### config.mk
export PLATFORM = sky130hd
export DESIGN_NAME = mem_arbiter_flat
export DESIGN_NICKNAME = d
export VERILOG_FILES = /design/src/rtl/mem_arbiter_if.sv /design/src/rtl/mem_arbiter.sv /design/src/flat_wrapper.sv
export SDC_FILE = /design/constraint.sdc
export NUM_CORES = 1
export LEC_CHECK = 0
export ABC_AREA = 0
export BUFFER_PORTS_ARGS = -buffer_cell sky130_fd_sc_hd__buf_4
export CORE_AREA = 5 5 102 104
export CTS_BUF_LIST = sky130_fd_sc_hd__clkbuf_16
export CTS_CLUSTER_SIZE = 25
export DETAILED_ROUTE_END_ITERATION = 8
export DIE_AREA = 0 0 107 109
export SYNTH_ARGS = -nofsm -noshare
export SYNTH_HDL_FRONTEND = slang
export SYNTH_SLANG_ARGS = --single-unit
### constraint.sdc
create_clock -name CLK -period 1.9 [get_ports CLK]
set_clock_uncertainty 0.2 [all_clocks]
set_input_delay 0.285 -clock CLK [delete_from_list [all_inputs] [get_ports CLK]]
set_output_delay 0.285 -clock CLK [all_outputs]
set_load 0.1 [all_outputs]
### src/rtl/mem_arbiter_if.sv
// Bus bundle between the arbiter, the I/D cache-side requesters and the RAM model.
// The slave modport is the arbiter's view. The master modport is the surrounding environment's view.
interface mem_arbiter_if #(
   parameter int ADDR_W = 32,
   parameter int DATA_W = 32
);
   logic              iREN;
   logic [ADDR_W-1:0] iaddr;
   logic [DATA_W-1:0] iload;
   logic              iwait;
   logic              dREN;
   logic              dWEN;
   logic [ADDR_W-1:0] daddr;
   logic [DATA_W-1:0] dstore;
   logic [DATA_W-1:0] dload;
   logic              dwait;
   logic              ramREN;
   logic              ramWEN;
   logic [ADDR_W-1:0] ramaddr;
   logic [DATA_W-1:0] ramstore;
   logic [DATA_W-1:0] ramload;
   logic [1:0]        ramstate;

   modport slave (
      input  iREN, iaddr, dREN, dWEN, daddr, dstore, ramload, ramstate,
      output iload, iwait, dload, dwait, ramREN, ramWEN, ramaddr, ramstore
   );

   modport master (
      output iREN, iaddr, dREN, dWEN, daddr, dstore, ramload, ramstate,
      input  iload, iwait, dload, dwait, ramREN, ramWEN, ramaddr, ramstore
   );
endinterface

### src/rtl/mem_arbiter.sv
// Single-port RAM arbiter for the I-fetch and D-memory sides: data-first priority with a fetch starvation guard.
// Defining MEM_ARB_PERF_EN adds the icount/dcount/stallcount performance counters.
module mem_arbiter #(
   parameter int ADDR_W     = 32,
   parameter int DATA_W     = 32,
   parameter int STARVE_MAX = 4
) (
   input logic           CLK,
   input logic           RST,
   mem_arbiter_if.slave  bus
`ifdef MEM_ARB_PERF_EN
   ,
   output logic [31:0]   icount,
   output logic [31:0]   dcount,
   output logic [31:0]   stallcount
`endif
);

   typedef enum logic [1:0] {IDLE, IGRANT, DGRANT} state_t;
   typedef enum logic [1:0] {RAM_FREE, RAM_BUSY, RAM_ACCESS, RAM_ERROR} ramstate_t;

   localparam logic [3:0] STARVE_LIM = 4'(STARVE_MAX);

   state_t            state_q, state_d;
   logic [3:0]        starve_cnt_q, starve_cnt_d;
   logic              i_done, d_done;
   logic              ram_ren, ram_wen;
   logic [ADDR_W-1:0] ram_addr;
   logic [DATA_W-1:0] ram_store, i_load, d_load;
   logic              d_req, ram_access;

   assign d_req      = bus.dREN | bus.dWEN;
   assign ram_access = (bus.ramstate == RAM_ACCESS);

   always_ff @(posedge CLK or posedge RST) begin
      if (RST) begin
         state_q      <= IDLE;
         starve_cnt_q <= 4'd0;
      end else begin
         state_q      <= state_d;
         starve_cnt_q <= starve_cnt_d;
      end
   end

   always_comb begin
      state_d      = state_q;
      starve_cnt_d = starve_cnt_q;
      i_done       = 1'b0;
      d_done       = 1'b0;
      ram_ren      = 1'b0;
      ram_wen      = 1'b0;
      ram_addr     = '0;
      ram_store    = '0;
      i_load       = '0;
      d_load       = '0;
      unique case (state_q)
         IDLE: begin
            // A starved fetch overrides data priority once the guard count is reached.
            if (bus.iREN && (starve_cnt_q == STARVE_LIM))
               state_d = IGRANT;
            else if (d_req)
               state_d = DGRANT;
            else if (bus.iREN)
               state_d = IGRANT;
         end
         IGRANT: begin
            if (!bus.iREN) begin
               state_d = IDLE;
            end else begin
               ram_ren  = 1'b1;
               ram_addr = bus.iaddr;
               if (ram_access) begin
                  i_done       = 1'b1;
                  i_load       = bus.ramload;
                  state_d      = IDLE;
                  starve_cnt_d = 4'd0;
               end
            end
         end
         DGRANT: begin
            if (!d_req) begin
               state_d = IDLE;
            end else begin
               ram_ren   = bus.dREN;
               ram_wen   = bus.dWEN;
               ram_addr  = bus.daddr;
               ram_store = bus.dstore;
               if (ram_access) begin
                  d_done  = 1'b1;
                  state_d = IDLE;
                  if (bus.dREN)
                     d_load = bus.ramload;
                  if (!bus.iREN)
                     starve_cnt_d = 4'd0;
                  else if (starve_cnt_q != STARVE_LIM)
                     starve_cnt_d = starve_cnt_q + 4'd1;
               end
            end
         end
         default: state_d = IDLE;
      endcase
   end

   assign bus.ramREN   = ram_ren;
   assign bus.ramWEN   = ram_wen;
   assign bus.ramaddr  = ram_addr;
   assign bus.ramstore = ram_store;
   assign bus.iload    = i_load;
   assign bus.dload    = d_load;
   assign bus.iwait    = ~i_done;
   assign bus.dwait    = ~d_done;

`ifdef MEM_ARB_PERF_EN
   logic [31:0] icount_q, icount_d, dcount_q, dcount_d, stallcount_q, stallcount_d;

   always_comb begin
      icount_d     = icount_q + {31'd0, i_done};
      dcount_d     = dcount_q + {31'd0, d_done};
      stallcount_d = stallcount_q;
      if ((bus.iREN || d_req) && !i_done && !d_done)
         stallcount_d = stallcount_q + 32'd1;
   end

   always_ff @(posedge CLK or posedge RST) begin
      if (RST) begin
         icount_q     <= 32'd0;
         dcount_q     <= 32'd0;
         stallcount_q <= 32'd0;
      end else begin
         icount_q     <= icount_d;
         dcount_q     <= dcount_d;
         stallcount_q <= stallcount_d;
      end
   end

   assign icount     = icount_q;
   assign dcount     = dcount_q;
   assign stallcount = stallcount_q;
`endif

endmodule

### src/flat_wrapper.sv
// flat-port wrapper written by rule: the top's interface ports become plain ports
module mem_arbiter_flat 
#(
   parameter int ADDR_W     = 32,
   parameter int DATA_W     = 32,
   parameter int STARVE_MAX = 4
)
  (CLK, RST, bus_iREN, bus_iaddr, bus_dREN, bus_dWEN, bus_daddr, bus_dstore, bus_ramload, bus_ramstate, bus_iload, bus_iwait, bus_dload, bus_dwait, bus_ramREN, bus_ramWEN, bus_ramaddr, bus_ramstore);
  mem_arbiter_if #(.ADDR_W(ADDR_W), .DATA_W(DATA_W)) bus_i ();
  input logic CLK;
  input logic RST;
  input wire logic [$bits(bus_i.iREN)-1:0] bus_iREN;
  input wire logic [$bits(bus_i.iaddr)-1:0] bus_iaddr;
  input wire logic [$bits(bus_i.dREN)-1:0] bus_dREN;
  input wire logic [$bits(bus_i.dWEN)-1:0] bus_dWEN;
  input wire logic [$bits(bus_i.daddr)-1:0] bus_daddr;
  input wire logic [$bits(bus_i.dstore)-1:0] bus_dstore;
  input wire logic [$bits(bus_i.ramload)-1:0] bus_ramload;
  input wire logic [$bits(bus_i.ramstate)-1:0] bus_ramstate;
  output wire logic [$bits(bus_i.iload)-1:0] bus_iload;
  output wire logic [$bits(bus_i.iwait)-1:0] bus_iwait;
  output wire logic [$bits(bus_i.dload)-1:0] bus_dload;
  output wire logic [$bits(bus_i.dwait)-1:0] bus_dwait;
  output wire logic [$bits(bus_i.ramREN)-1:0] bus_ramREN;
  output wire logic [$bits(bus_i.ramWEN)-1:0] bus_ramWEN;
  output wire logic [$bits(bus_i.ramaddr)-1:0] bus_ramaddr;
  output wire logic [$bits(bus_i.ramstore)-1:0] bus_ramstore;
  assign bus_i.iREN = bus_iREN;
  assign bus_i.iaddr = bus_iaddr;
  assign bus_i.dREN = bus_dREN;
  assign bus_i.dWEN = bus_dWEN;
  assign bus_i.daddr = bus_daddr;
  assign bus_i.dstore = bus_dstore;
  assign bus_i.ramload = bus_ramload;
  assign bus_i.ramstate = bus_ramstate;
  assign bus_iload = bus_i.iload;
  assign bus_iwait = bus_i.iwait;
  assign bus_dload = bus_i.dload;
  assign bus_dwait = bus_i.dwait;
  assign bus_ramREN = bus_i.ramREN;
  assign bus_ramWEN = bus_i.ramWEN;
  assign bus_ramaddr = bus_i.ramaddr;
  assign bus_ramstore = bus_i.ramstore;
  mem_arbiter #(.ADDR_W(ADDR_W), .DATA_W(DATA_W), .STARVE_MAX(STARVE_MAX)) u_core (.CLK(CLK), .RST(RST), .bus(bus_i));
endmodule
==> impl_metrics.json, run 1 <==
{
  "status": "finished, violations left",
  "violations": "negative setup slack",
  "p_int_uw": 4490,
  "grt_overflow": 0,
  "ys_async_sr_fraction_pct": 100,
  "critical_path.endpoint": "bus_ramaddr[12]",
  "r2r-end": "u_core.starve_cnt_q[2]",
  "cp_data_arrival_time_ns": 1.80,
  "gp_congestion": 0.802,
  "cts_buffers": 3,
  "wl_per_cell_um": 20.5,
  "ys_ff_latch": 6,
  "netlist-cell-type-count": 31,
  "rr_worst_depth": 11,
  "first_pass_iters": 4,
  "p_sw_share_pct": 53.9,
  "drive_above_1_share_pct": 90.1,
  "grt_max_degree": 38,
  "crit-reg2reg-launch": "u_core.state_q[1]",
  "wl_met2_um": 8050,
  "maxUsedRoutingLayer": "met4",
  "drtAntennaViolNets": 0,
  "hold_violations": 0,
  "final_area_um2": 7380,
  "core_area_um2": 9460,
  "fmaxAchievable_mhz": 437,
  "clkSlewWorstSetupHoldPaths_ns": 0.03,
  "peakVddDrop_v": 0.00111,
  "synthCells": 265,
  "drcViolationCount": 0,
  "row_count": 36,
  "clk_latency_ns": 0.23,
  "grt_usage_pct": 21.5,
  "die_area_um2": 11700,
  "place_ws_ns": -0.196,
  "tightest_slew_ns": 0.673,
  "setup_viol": 138,
  "place_area_um2": 4780,
  "grt_pass1_wl_um": 19700,
  "synth_edf_count": 0,
  "routed_wl_um": 13900,
  "rsz0062_at_grt": "true",
  "cts_root_buf": "clkbuf_16",
  "start_util_pct": 16.8,
  "port_buffers": 266,
  "syn_area_per_cell_um2": 5.98,
  "setup_tns_ns": -38.74,
  "p_leak_uw": 0.00298,
  "diodes": 0,
  "timing.reg2reg.setup_slack_ns": -0.26,
  "synth_area_leader_cell": "nor2_1",
  "cap_viol_max_count": 0,
  "dp_hpwl_um": 8590,
  "fp.dieH_um": 109,
  "syn2layout_area_growth_pct": 365,
  "critPathMaxFanout": 8,
  "avgViaCountPerCell": 4.71,
  "synth_area_leaders": "nor2_1 (16%), a22oi_1 (15%), and2_1 (13%)",
  "fin_ws_ns": -0.388,
  "p_clk_share_pct": 3.4,
  "combPwrFrac_pct": 94.3,
  "ys_top_cells_by_count": "nor2_1 (66), nand2_1 (37), and2_1 (34), nor2b_1 (34), a22oi_1 (32)",
  "wl_met3_um": 1090,
  "dr_total_vias": 3207,
  "required_ns": 1.41,
  "hp-class": "in2async",
  "drt-met1-wl_um": 4570,
  "syn_area_um2": 1590,
  "yosys_warnings": 0,
  "critPathLaunch": "u_core.state_q[1]",
  "clockBufferDepth": 2,
  "syn_nets": 406,
  "crit_type": "reg2out",
  "synthFlopType": "dfrtp_1",
  "maxSlewHeadroom_pct": 54.5,
  "min_period_ns": 2.29,
  "grt_pass1_vias": 3485,
  "fin_crit_sh_pct": 120,
  "worstSetupEndpointType": "primary output",
  "drtIter0Drc": 94,
  "powerDensity_nw_per_um2": 1320,
  "yosysMostFrequentCell": "nor2_1",
  "grt_antenna_before_repair": 0,
  "synth_top_area_share_pct": 15.6,
  "cts-htree-levels": 1,
  "pin_count": 267,
  "chipWidth_um": 107,
  "ys_seq_area_share_pct": 9.47,
  "seqPwrFrac_pct": 2.2,
  "p_switching_uw": 5240,
  "cts_sinks": 6,
  "nNetsFinal": 710,
  "start_kind": "flip-flop",
  "cts_tree": "built",
  "maxSlewViolCount": 0
}
==> sequential cells by signal (all words and copies together) (netlist names) <==
signal and cells:
u_core.starve_cnt_q 4, u_core.state_q 2
==> power by group through the flow <==
stage,combinational [uW],sequential (uW),clock [uW]
after floorplan,5200,212,0
after global placement,6500,218,0
after detailed placement,6520,222,0
after CTS,8680,213,339
after global routing,9450,222,354
final,9180,217,335
==> cell type report <==
type                    count  area, um2
fillers                   527       2080
multi-input cells         230       2410
inverters                   5       21.3
well taps                 114        143
flip-flops and latches      6        150
repair buffers            323       4580
clock buffers               3       75.1
==> stage by stage <==
step / hold WS [ns] / power, uW / util (%) / cells
floorplan: -0.124 / 5410 / - / 265
global placement: 0.0103 / 6710 / 50.6 / 647
detailed placement: 0.00987 / 6740 / 50.6 / 647
CTS: 0.327 / 9230 / 74.4 / 671
global route: 0.363 / 10000 / 78.0 / 681
finish: 0.328 / 9730 / 78.0 / 681
==> logic make-up (layout without fill, tap and decap cells) <==
| kind of cell | Yosys count | after routing | share of synthesized area [%] |
|---|---|---|---|
| flops | 6 | 6 | 9.47 |
| simple gates | 180 | 180 | 56.6 |
| compound gates | 42 | 42 | 20.0 |
| mux | 1 | 1 | 0.710 |
| xor+xnor | 1 | 1 | 0.553 |
| fa+ha+maj | 6 | 6 | 4.74 |
| buf+inv | 29 | 331 | 7.97 |
==> worst min path at each step <==
stage                     start                      to  slack, ns  depth (start not counted)
after floorplan             RST  u_core.starve_cnt_q[0]      -0.12                          1
after global placement      RST  u_core.starve_cnt_q[2]       0.01                          2
after detailed placement    RST  u_core.starve_cnt_q[0]       0.01                          2
after CTS                   RST  u_core.starve_cnt_q[2]       0.33                          3
after global routing        RST  u_core.starve_cnt_q[2]       0.36                          3
final                       RST  u_core.starve_cnt_q[2]       0.33                          3
==> routing by layer <==
layer  GRT usage, %  vias to the layer above
met4           3.93                        0
met1           22.0                     1533
met2           44.3                      176
met3           5.09                       12
met5              0                        -
li1               -                     1486
==> worst max-delay path, stage by stage, from the launching register on <==
cell and delay, ns:
dfrtp_1 0.40, buf_6 0.14, inv_4 0.06, ha_4 0.12, and2_4 0.24, clkbuf_16 0.20
a22oi_2 0.09, nor2b_4 0.13, buf_12 0.18
==> layout by cell type (no fill, tap or decap), drive strengths merged, types with 3 or more instances in the layout <==
cell	instances
dfrtp	6
inv	5
and2	34
a22oi	32
ha	6
buf	317
nor2b	34
o21ai	3
clkbuf	8
nand2	37
nor2	67
==> repair_timing <==
item	4_1_cts	5_1_grt
gates resized for setup	445	49
pin swaps	25	36
endpoints found under the setup margin	132	138
hold buffers	1	0
hold endpoints to repair	6	0
setup buffers	11	10
cloned	9	5
(Power assumes the default switching activity.)
==> inputs of run 2 (changes only) <==
--- a/config.mk
+++ b/config.mk
@@ -12,6 +12,7 @@
 export CTS_CLUSTER_SIZE = 25
 export DETAILED_ROUTE_END_ITERATION = 8
 export DIE_AREA = 0 0 107 109
+export PLACE_DENSITY = 0.51
 export SYNTH_ARGS = -nofsm -noshare
 export SYNTH_HDL_FRONTEND = slang
 export SYNTH_SLANG_ARGS = --single-unit
==> run 2 against run 1 <==
Net effect:
- the flow still finishes with violations (negative setup slack)
- sequential share of layout area rose by 0.069 points
- total power fell by 3.3%
- register-to-register slack improved by 0.19 ns
- combinational power fell by 3.5%
- worst hold slack improved by 0.0044 ns
- design area fell by 2.5%
- critical path type unchanged
==> impl_metrics.json, run 2 (synthesis results as in run 1) <==
{
  "status": "finished, violations left",
  "nNetsFinal": 699,
  "tightest_slew_ns": 0.583,
  "diodes": 0,
  "grt_pass1_wl_um": 20100,
  "required_ns": 1.41,
  "p_leak_uw": 0.00289,
  "place_ws_ns": -0.227,
  "fillCellCount": 543,
  "mostFrequentLayoutCells": "buf_4 (144), buf_12 (142), nor2_4 (64)",
  "fp.dieH_um": 109,
  "fmaxAchievable_mhz": 446,
  "syn2layout_area_growth_pct": 354,
  "dp_hpwl_um": 9190,
  "min_period_ns": 2.24,
  "grt_overflow": 0,
  "setup_viol": 134,
  "stdcell_count": 670,
  "start_kind": "flip-flop",
  "drive_above_1_share_pct": 90.3,
  "combPwrFrac_pct": 94.1,
  "cts-htree-levels": 1,
  "cts_buffers": 3,
  "fin_crit_sh_pct": 118,
  "clkSlewWorstSetupHoldPaths_ns": 0.03,
  "row_count": 36,
  "clk_latency_ns": 0.22,
  "grt_pass1_vias": 3496,
  "pin_count": 267,
  "crit_type": "reg2out",
  "avgViaCountPerCell": 4.67,
  "port_buffers": 266,
  "cts_tree": "built",
  "dr_total_vias": 3132,
  "start_util_pct": 16.8,
  "gp_congestion": 0.782,
  "top_regs": "u_core.starve_cnt_q x4, u_core.state_q x2",
  "drcViolationCount": 0,
  "grt_antenna_before_repair": 0,
  "worstSetupEndpointType": "primary output",
  "cp_data_arrival_time_ns": 1.76,
  "p_clk_share_pct": 3.5,
  "maxSlewHeadroom_pct": 60.6,
  "powerDensity_nw_per_um2": 1310,
  "p_int_uw": 4260,
  "cts_root_buf": "clkbuf_16",
  "rsz0062_at_grt": "true",
  "p_switching_uw": 5150,
  "fin_ws_ns": -0.342,
  "die_area_um2": 11700,
  "peakVddDrop_v": 0.00108,
  "drtIter0Drc": 119,
  "clockBufferDepth": 2,
  "cap_viol_max_count": 0,
  "grt_usage_pct": 22.0,
  "drtAntennaViolNets": 0,
  "hold_violations": 0,
  "core_area_um2": 9460,
  "hp-class": "in2async",
  "wl_per_cell_um": 20.8,
  "seqPwrFrac_pct": 2.4,
  "final_common_cell": "buf_4",
  "chipWidth_um": 107,
  "cts_sinks": 6,
  "first_pass_iters": 4,
  "timing.reg2reg.setup_slack_ns": -0.07,
  "routed_wl_um": 13900,
  "largest_reg_flops": 4,
  "setup_tns_ns": -28.45,
  "violations": "negative setup slack",
  "maxSlewViolCount": 0,
  "critPathMaxFanout": 19,
  "grt_max_degree": 38,
  "largest-register": "u_core.starve_cnt_q",
  "p_sw_share_pct": 54.7,
  "dp.cells": 645
}
==> run 2: power by group through the flow <==
stage	logic [uW]	clock network [uW]	registers, uW
4_1_cts	8690	342	217
2_1_floorplan	5200	0	212
3_3_place_gp	6480	0	218
3_5_place_dp	6480	0	220
6_report	8860	334	221
5_1_grt	9130	346	231
==> run 2: repair_timing <==
item,CTS,global route
hold endpoints to repair,6,0
cloned,8,4
gates resized for setup,472,23
hold buffers,1,0
setup endpoints to repair,133,138
pin swaps,53,14
setup buffers,12,5
==> run 2: metrics by stage <==
stage / hold slack, ns / power, uW / utilization [%] / instance area, um2
global placement: 0.0126 / 6700 / 50.0 / 4730
detailed placement: 0.0214 / 6700 / 50.0 / 4730
floorplan: -0.124 / 5410 / - / 2530
global route: 0.376 / 9700 / 76.1 / 7200
finish: 0.333 / 9410 / 76.1 / 7200
CTS: 0.341 / 9250 / 75.3 / 7120
==> run 2: path summary, 6_finish.rpt <==
| check | startpoint | to | depth (start not counted) |
|---|---|---|---|
| max | u_core.state_q[0] | bus_ramaddr[18] | 7 |
| min | RST | u_core.starve_cnt_q[3] | 3 |
| max reg2reg | u_core.state_q[1] | u_core.starve_cnt_q[2] | 9 |
| min reg2reg | u_core.starve_cnt_q[3] | u_core.starve_cnt_q[3] | 1 |
| max in group asynchronous | RST | u_core.state_q[1] | 3 |
| min in group CLK | u_core.starve_cnt_q[3] | u_core.starve_cnt_q[3] | 1 |
==> run 2: per-layer routing <==
metal	vias up	track usage, %	part of all wire, %
met5	-	0	0
met4	0	3.29	0.82
met3	8	5.68	8.3
met2	176	44.6	58
met1	1494	22.9	32
li1	1454	-	-
==> run 2: critical path: stages (launching register included) <==
cell and delay (ns):
dfrtp_1 0.39, buf_4 0.16, ha_4 0.16, and2_4 0.17, buf_12 0.16, a22oi_2 0.24, nor2b_4 0.08, buf_12 0.17
==> run 2: area by class of cell <==
| class | count | area [um2] | share of cell area (%) |
|---|---|---|---|
| clock buffer | 3 | 75.1 | 1.04 |
| inverter | 5 | 18.8 | 0.261 |
| multi-input combinational | 230 | 2410 | 33.5 |
| sequential | 6 | 151 | 2.10 |
| tap | 114 | 143 | 1.98 |
| timing repair buffer | 312 | 4400 | 61.1 |
==> inputs of run 3 (changes only) <==
--- a/config.mk
+++ b/config.mk
@@ -5,14 +5,15 @@
 export SDC_FILE = /design/constraint.sdc
 export NUM_CORES = 1
 export LEC_CHECK = 0
-export ABC_AREA = 0
+export ABC_AREA = 1
 export BUFFER_PORTS_ARGS = -buffer_cell sky130_fd_sc_hd__buf_4
-export CORE_AREA = 5 5 102 104
+export CORE_AREA = 5 5 100 102
 export CTS_BUF_LIST = sky130_fd_sc_hd__clkbuf_16
 export CTS_CLUSTER_SIZE = 25
 export DETAILED_ROUTE_END_ITERATION = 8
-export DIE_AREA = 0 0 107 109
-export PLACE_DENSITY = 0.51
+export DIE_AREA = 0 0 105 107
+export PLACE_DENSITY = 0.55
+export REMOVE_ABC_BUFFERS = 1
 export SYNTH_ARGS = -nofsm -noshare
 export SYNTH_HDL_FRONTEND = slang
 export SYNTH_SLANG_ARGS = --single-unit
==> run 3 against run 2 <==
Net effect:
- fmax rose by 2.2%
- clock-buffer cell count is the same
- wire length grew 19%
- the run still ends with negative setup slack left
==> impl_metrics.json, run 3 <==
{
  "wl_per_cell_um": 21.3,
  "synthFlopType": "dfrtp_1",
  "routed_wl_um": 16600,
  "cts_tree": "built",
  "cts_sinks": 6,
  "drtIter0Drc": 163,
  "die_area_um2": 11200,
  "yosys_warnings": 0,
  "ys_async_sr_fraction_pct": 100,
  "multiInputGateArea_um2": 2460,
  "gp_congestion": 0.960,
  "grt_antenna_before_repair": 0,
  "cts_root_buf": "clkbuf_16",
  "final_area_um2": 7330,
  "synth_area_leaders": "nand2_1 (22%), inv_1 (18%), nor2_1 (16%)",
  "min_to": "u_core.starve_cnt_q[2]",
  "min_period_ns": 2.19,
  "chipWidth_um": 105,
  "row_count": 35,
  "p_leak_uw": 0.00339,
  "crit_family": "buffers and inverters",
  "fp.dieH_um": 107,
  "final_common_cell": "buf_4",
  "largest-register": "u_core.starve_cnt_q",
  "grt_usage_pct": 22.3,
  "dr_total_vias": 3708,
  "rsz0062_at_grt": "true",
  "largest_reg_flops": 4,
  "yosysMostFrequentCell": "nand2_1",
  "crit-reg2reg-launch": "u_core.state_q[1]",
  "hold_violations": 0,
  "status": "finished, violations left",
  "start_util_pct": 19.2,
  "setup_tns_ns": -27.74,
  "cts_buffers": 3,
  "synth_area_leader_cell": "nand2_1",
  "ys_seq_area_share_pct": 8.67,
  "total_power_uw": 8870,
  "syn_area_per_cell_um2": 4.64,
  "crit_path_frequent_cell": "buf_12",
  "place_ws_ns": -0.202,
  "peakVddDrop_v": 0.00112,
  "nNetsFinal": 808,
  "max_stage_delay_ns": 0.36,
  "fmaxAchievable_mhz": 456,
  "hold_depth": 5,
  "timing.reg2reg.setup_slack_ns": 0.02,
  "dp_hpwl_um": 8960,
  "maxSlewHeadroom_pct": 80.7,
  "worstSetupEndpointType": "primary output",
  "ys_top_cells_by_count": "nand2_1 (102), inv_1 (82), nor2_1 (75)",
  "hold_start": "bus_iREN",
  "path_cells": "buf_6, ha_4, nand2_4, inv_6, buf_12, buf_12, nand2_2, a21oi_4, buf_12",
  "worst_hold_slack_ns": 0.307,
  "core_area_um2": 9020,
  "grt_pass1_wl_um": 20100,
  "fillCellCount": 461,
  "powerDensity_nw_per_um2": 1210,
  "place_area_um2": 3990,
  "grt_pass1_vias": 3672,
  "violations": "negative setup slack",
  "diodes": 0,
  "fin_crit_sh_pct": 115,
  "pin_count": 267,
  "avgViaCountPerCell": 4.78,
  "seqCellArea_um2": 150,
  "top_regs": "u_core.starve_cnt_q x4, u_core.state_q x2",
  "drive_above_1_share_pct": 73.5,
  "r2r-end": "u_core.starve_cnt_q[1]",
  "syn_area_um2": 1730,
  "drtAntennaViolNets": 0,
  "required_ns": 1.41,
  "cp_data_arrival_time_ns": 1.71,
  "netlist-cell-type-count": 16,
  "clkSlewWorstSetupHoldPaths_ns": 0.03,
  "syn2layout_area_growth_pct": 323,
  "critPathMaxFanout": 8,
  "cts-htree-levels": 1,
  "hp-class": "in2reg",
  "clockBufferDepth": 2,
  "tightest_slew_ns": 0.289,
  "fin_ws_ns": -0.293,
  "crit_buf_inv": 5,
  "maxSlewViolCount": 0,
  "clk_latency_ns": 0.23,
  "drcViolationCount": 0,
  "slowest_stage": "dfrtp_1",
  "first_pass_iters": 5,
  "start_kind": "flip-flop",
  "ys_ff_latch": 6,
  "synthCells": 373,
  "synth_top_area_share_pct": 22.1,
  "synth_edf_count": 0,
  "setup_viol": 130,
  "rr_worst_depth": 8,
  "grt_overflow": 0,
  "mostFrequentLayoutCells": "buf_4 (149), buf_12 (120), inv_1 (77)",
  "grt_max_degree": 35,
  "port_buffers": 266,
  "cap_viol_max_count": 0,
  "crit_type": "reg2out"
}
run 3: changes by cell type in the layout (fill, tap and decap cells not counted), moves of 18 or more:
cell	before	now
buf_6	10	28
nor2b_4	33	0
nor2_1	1	24
a21oi_4	0	32
and2_4	34	0
inv_1	3	77
a22oi_2	32	0
buf_12	142	120
nand2_1	32	55
nand2_2	3	27
nand2_4	0	23
nor3_4	0	22
run 3: metrics by stage:
stage,util [%],std cells
floorplan,-,352
global placement,44.2,752
detailed placement,44.2,752
CTS,68.2,769
global route,81.3,776
finish,81.3,776
run 3: cells by family after synthesis:
family,synth area share (%)
AO/OA/AOI/OAI,9.54
adder cells (fa/ha/maj),4.34
buffers and inverters,24.9
flip-flops,8.67
AND/OR/NAND/NOR,52.5
run 3: timing repair:
item                                    CTS  global route
hold endpoints to repair                  6             0
endpoints found under the setup margin  131           136
pin swaps                                35            41
gates resized for setup                 447           243
hold buffers                              1             0
buffers inserted                          7             3
cloned                                    7             5
run 3: worst max-delay path by stage:
stage                      start         endpoint  cells after the start
6_report       u_core.state_q[0]   bus_ramaddr[7]                      9
3_3_place_gp   u_core.state_q[1]  bus_ramaddr[23]                      8
2_1_floorplan  u_core.state_q[0]     bus_dload[0]                      4
3_5_place_dp   u_core.state_q[1]  bus_ramaddr[23]                      8
5_1_grt        u_core.state_q[0]   bus_ramaddr[7]                      9
4_1_cts        u_core.state_q[1]   bus_ramaddr[2]                      7
run 3: worst min-delay path, delay by kind of cell:
family / cells / cell delay [ns]
buffers and inverters: 1 / 0.14
and+or+nand+nor: 4 / 0.26
run 3: power breakdown:
| part | internal, uW | total (uW) | switching, uW |
|---|---|---|---|
| Combinational | 3020 | 8340 | 5310 |
| Sequential | 161 | 195 | 33.9 |
| Clock | 270 | 337 | 67.1 |
run 3: routing by layer:
metal / wire [um] / GRT usage [%] / share of wire, %
met5: 0 / 0 / 0
met4: 652 / 6.30 / 3.9
met3: 1070 / 4.88 / 6.5
met2: 9160 / 43.7 / 55
met1: 5670 / 23.5 / 34
run 3: cell type report:
type	instances	area share, %
inverter	84	4.69
multi-input combinational	262	33.5
tap	111	1.89
timing repair buffer	310	56.8
sequential	6	2.05
clock buffer	3	1.02
